==> src/rtl/frame_buffer_arbiter.sv <==
// Frame RAM arbiter: display fetch reads always win the single RAM port; the
// game-logic writer is served through a three-state handshake only in slots
// the display does not need. Also delivers the fetched pixel stream at a fixed
// latency and marks the first active pixel of each frame.
module frame_buffer_arbiter #(
  parameter int unsigned FRAME_W = 640,
  parameter int unsigned FRAME_H = 480,
  parameter int unsigned ADDR_W  = 19,
  parameter int unsigned DATA_W  = 8,
  parameter int unsigned RAM_LAT = 1
) (
  input  logic              clk,
  input  logic              reset,
  input  logic [9:0]        frame_x,
  input  logic [9:0]        frame_y,
  input  logic              frame_there,
  input  logic              wr_req,
  input  logic [ADDR_W-1:0] wr_addr,
  input  logic [DATA_W-1:0] wr_data,
  output logic              wr_ack,
  output logic              wr_err,
  output logic [ADDR_W-1:0] ram_addr,
  output logic              ram_we,
  output logic [DATA_W-1:0] ram_wdata,
  input  logic [DATA_W-1:0] ram_rdata,
  output logic [DATA_W-1:0] pix_data,
  output logic              pix_valid,
  output logic              frame_start
);

  localparam int unsigned NumPix = FRAME_W * FRAME_H;
  // Flag stages ahead of the output register; with it the total is RAM_LAT+2.
  localparam int unsigned DlyLen = RAM_LAT + 1;

  typedef enum logic [1:0] {StIdle, StWrite, StAck} state_e;

  state_e            state_q, state_d;
  logic              err_q, err_d;
  logic              issue_wr;
  logic              wr_in_range;
  logic              start_in;
  logic [ADDR_W-1:0] x_ext, y_ext, rd_addr;
  logic [DlyLen-1:0] there_dly_q, start_dly_q;

  assign x_ext       = ADDR_W'(frame_x);
  assign y_ext       = ADDR_W'(frame_y);
  assign wr_in_range = 32'(wr_addr) < NumPix;
  assign start_in    = frame_there && (frame_x == '0) && (frame_y == '0);

  // Linear read address y*FRAME_W + x; 640 = 512 + 128 avoids a multiplier.
  if (FRAME_W == 640) begin : g_mul640
    assign rd_addr = (y_ext << 9) + (y_ext << 7) + x_ext;
  end else begin : g_mul
    assign rd_addr = y_ext * ADDR_W'(FRAME_W) + x_ext;
  end

  // Writer FSM next state; a request is only accepted in a slot the display leaves free.
  always_comb begin
    state_d  = state_q;
    err_d    = err_q;
    issue_wr = 1'b0;
    unique case (state_q)
      StIdle: begin
        if (wr_req && !frame_there) begin
          issue_wr = 1'b1;
          err_d    = !wr_in_range;
          state_d  = StWrite;
        end
      end
      StWrite: state_d = StAck;
      StAck:   state_d = StIdle;
      default: state_d = StIdle;
    endcase
  end

  // Handshake outputs decode straight from the state register.
  always_comb begin
    wr_ack = (state_q == StAck);
    wr_err = (state_q == StAck) && err_q;
  end

  // Writer FSM state register.
  always_ff @(posedge clk) begin
    if (reset) begin
      state_q <= StIdle;
      err_q   <= 1'b0;
    end else begin
      state_q <= state_d;
      err_q   <= err_d;
    end
  end

  // RAM port slot: display read, else writer, else idle with the address held.
  always_ff @(posedge clk) begin
    if (reset) begin
      ram_addr  <= '0;
      ram_we    <= 1'b0;
      ram_wdata <= '0;
    end else if (frame_there) begin
      ram_addr <= rd_addr;
      ram_we   <= 1'b0;
    end else if (issue_wr) begin
      ram_addr  <= wr_addr;
      ram_wdata <= wr_data;
      ram_we    <= wr_in_range;
    end else begin
      ram_we <= 1'b0;
    end
  end

  // Delay the in-frame and first-pixel flags to line up with RAM read data.
  always_ff @(posedge clk) begin
    if (reset) begin
      there_dly_q <= '0;
      start_dly_q <= '0;
    end else begin
      there_dly_q <= {there_dly_q[DlyLen-2:0], frame_there};
      start_dly_q <= {start_dly_q[DlyLen-2:0], start_in};
    end
  end

  // Output pixel register; blanking outputs black.
  always_ff @(posedge clk) begin
    if (reset) begin
      pix_valid   <= 1'b0;
      pix_data    <= '0;
      frame_start <= 1'b0;
    end else begin
      pix_valid   <= there_dly_q[DlyLen-1];
      pix_data    <= there_dly_q[DlyLen-1] ? ram_rdata : '0;
      frame_start <= start_dly_q[DlyLen-1];
    end
  end

endmodule

==> config.mk <==
export PLATFORM = sky130hd
export DESIGN_NAME = frame_buffer_arbiter
export DESIGN_NICKNAME = d
export VERILOG_FILES = /design/src/rtl/frame_buffer_arbiter.sv
export SDC_FILE = /design/constraint.sdc
export NUM_CORES = 1
export LEC_CHECK = 0
export CORE_UTILIZATION = 42
export DETAILED_ROUTE_END_ITERATION = 10
export PLACE_DENSITY = 0.84
export REMOVE_ABC_BUFFERS = 1
export SLEW_MARGIN = 0
export SYNTH_ARGS = -nofsm -noshare
export SYNTH_HDL_FRONTEND = slang
export SYNTH_SLANG_ARGS = --single-unit
==> constraint.sdc <==
create_clock -name clk -period 4.4 [get_ports clk]
set_input_delay 1.32 -clock clk [delete_from_list [all_inputs] [get_ports clk]]
set_output_delay 1.32 -clock clk [all_outputs]
set_load 0.005 [all_outputs]
==> impl_metrics.tcl <==
set metrics [dict create \
    setup_violations 0 \
    cts_num_sinks 45 \
    die_w_um 76.36 \
    wl_um 5875 \
    fillers 439 \
    placed_area_um2 3366 \
    final_layout_size_suffix_gt1_share_pct 5.014 \
    synthFlopType "dfxtp_1" \
    cp_max_fo 3 \
    antenna_found_initial 0 \
    die-area_um2 5831 \
    yosysWarnings 0 \
    critPathTopFamily "adder cells" \
    ys_types 43 \
    cts_made_buffers 5 \
    fp-row-count 26 \
    worst_hold_slack_ns 0.4392 \
    slew_viol_final 0 \
    final_hold_viol_count 0 \
    mostFrequentLayoutCells "clkdlybuf4s50_1, dfxtp_1, nor2_1, nand2_1, a21oi_1" \
    grtUsageTotal_pct 21.32 \
    dr.pass1.iters 4 \
    avgSynthCellArea_um2 8.863 \
    crit_path_cell_trace "clkdlybuf4s50_1, inv_1, fa_1, inv_1, fa_1, a211oi_2, nor2_1, or2_0, a2111oi_0, nand3b_1" \
    cts_resized 0 \
    cp.arrival_ns 4.06 \
    clk_pin_slew_ns 0.09 \
    syn2layout_area_growth_pct 48.81 \
    grt.overflow.total 0 \
    insertion_delay_ns 0.29 \
    grt_max_degree 36 \
    async_flop_share_pct 0 \
    cts_root_buffer "clkbuf_8" \
    die-height_um 76.36 \
    dp_hpwl_um 4524 \
    drv_cap 0 \
    leakage_uw 0.001398 \
    crit_type "in2reg" \
    fmax_ghz 0.2617 \
    register_area_um2 900.9 \
    wl_per_cell_um 13.69 \
    tns_ns 0 \
    outcome "complete, no violations" \
    cts_buffer_depth 2 \
    gp_congestion 0.8450 \
    cts_tree "done" \
    cellPowerDensity_nw_per_um2 282.3 \
    vias 2217 \
    tightest_slew_ns 0.5178 \
    ir_drop_mv 0.1400 \
    slowest_stage "fa_1" \
    ant_nets 0 \
    skew_ns 0.004370 \
    final_common_cell "clkdlybuf4s50_1" \
    cts.htree.levels 2 \
    grt_pass1_vias 2246 \
    grt_pass1_wl_um 10090 \
    antennaDiodeCount 0 \
    rsz0062_at_grt "no" \
    fin_area_um2 3456 \
    layout_min_cycle_time_ns 3.822 \
    min_path_type "reg2reg" \
    drtIter0Drc 38 \
    synth_edf_count 0 \
    syn_inst 262 \
    initial_utilization_pct 44.62 \
    vias_per_cell 5.168 \
    layout.nets 438 \
    synth-seq-cells 45 \
    cts_setup_buffers 0 \
    max_stage_delay_ns 0.53 \
    power_uw 975.7 \
    start_kind "input pin" \
    synth-seq-area-share_pct 38.79 \
    period_share_pct 86.86 \
    cts.hold.buffers_added 0 \
    drc 0 \
    core_um2 5205 \
    port_buffers 98 \
    slew_headroom_pct 65.41 \
    multi_input_area_um2 1348 \
    min_delay_path_depth 1 \
    cp.depth 10 \
    cp.required_ns 4.64 \
    r2r_cells 5 \
    worst_setup_path_end_kind "flop" \
    critPathBufInv 3 \
    ioPinCount 99 \
    synth_area_um2 2322 \
]
## cell families after synthesis
family	Yosys count	share of synthesized area, %
adders and majority gates	21	11.96
buffers and inverters	19	3.448
muxes	17	7.489
AOI/OAI and AO/OA	58	15.68
DFF	45	38.79
xor gates and xnor gates	3	1.132
and+or+nand+nor	99	21.50
## power by group
| group | internal (µW) | switching, µW | total [µW] |
|---|---|---|---|
| sequential | 432 | 11.9 | 444 |
| clock | 113 | 142 | 255 |
| combinational | 155 | 122 | 277 |
| total | 700 | 276 | 976 |
## layout make-up
type,instances,share of cell area (%)
flip-flops and latches,45,26.07
clock inverters,3,0.6155
repair buffers,101,29.04
clock buffers,5,1.991
inverters,7,0.7603
multi-input cells,198,38.99
well taps,70,2.534
## synth_stat cells, types with 2 or more instances
| cell | number | area (µm²) |
|---|---|---|
| a211oi_1 | 8 | 60.06 |
| o21a_1 | 2 | 15.01 |
| mux2_2 | 3 | 33.78 |
| and3_1 | 2 | 12.51 |
| xor2_1 | 2 | 17.52 |
| mux2i_1 | 14 | 140.1 |
| nand3b_1 | 2 | 15.01 |
| buf_4 | 2 | 15.01 |
| nor3_1 | 2 | 10.01 |
| a21o_1 | 3 | 22.52 |
| ha_1 | 19 | 237.7 |
| a21oi_1 | 22 | 110.1 |
| nor3b_1 | 4 | 30.03 |
| nor2_1 | 28 | 105.1 |
| and2_1 | 11 | 68.82 |
| clkbuf_1 | 9 | 33.78 |
| nand2b_1 | 3 | 18.77 |
| o21ai_0 | 9 | 45.04 |
| nor2b_1 | 11 | 68.82 |
| a31oi_1 | 2 | 12.51 |
| inv_1 | 7 | 26.28 |
| o22ai_1 | 3 | 18.77 |
| nand2_1 | 23 | 86.33 |
| nor4_1 | 4 | 25.02 |
| dfxtp_1 | 45 | 900.9 |
| fa_1 | 2 | 40.04 |
| nand3_1 | 4 | 20.02 |
## layer usage
| metal | part of all wire (%) | global-route usage [%] | up-vias |
|---|---|---|---|
| met2 | 48 | 37.93 | 97 |
| met4 | 0.32 | 4.231 | 0 |
| met3 | 6.3 | 5.030 | 4 |
| met5 | 0 | 0 | - |
| met1 | 45 | 26.08 | 1004 |
| li1 | - | - | 1112 |
## registers in the layout, indices dropped and copies added (netlist names)
name / cells
state_q: 2
pix_valid: 1
start_dly_q: 2
pix_data: 8
frame_start: 1
there_dly_q: 2
ram_wdata: 8
ram_addr: 19
err_q: 1
ram_we: 1
## worst register-to-register path, stage by stage (launching register included)
cell and delay, ns:
dfxtp_1 0.35, nor3b_4 0.19, buf_4 0.36, nor2b_1 0.51, nand2_1 0.14, a21oi_1 0.14
## path summary, 6_finish.rpt
path	from	end	slack, ns
worst max-delay path	frame_x[9]	ram_addr[14]$_SDFFE_PP0P_	0.58
worst min-delay path	start_dly_q[1]$_SDFF_PP0_	frame_start$_SDFF_PP0_	0.44
worst min register to register	start_dly_q[1]$_SDFF_PP0_	frame_start$_SDFF_PP0_	0.44
worst max register to register	state_q[0]$_SDFFE_PP0P_	ram_wdata[0]$_SDFFE_PP0P_	2.65
## stage by stage
step	worst slack (ns)	cells	utilization [%]
floorplan	0.9331	250	-
global placement	0.3411	421	64.66
detailed placement	0.2895	421	64.66
CTS	0.5878	429	66.39
global route	0.2698	429	66.39
finish	0.5783	429	66.39
Power figures use the tool's default switching activity.
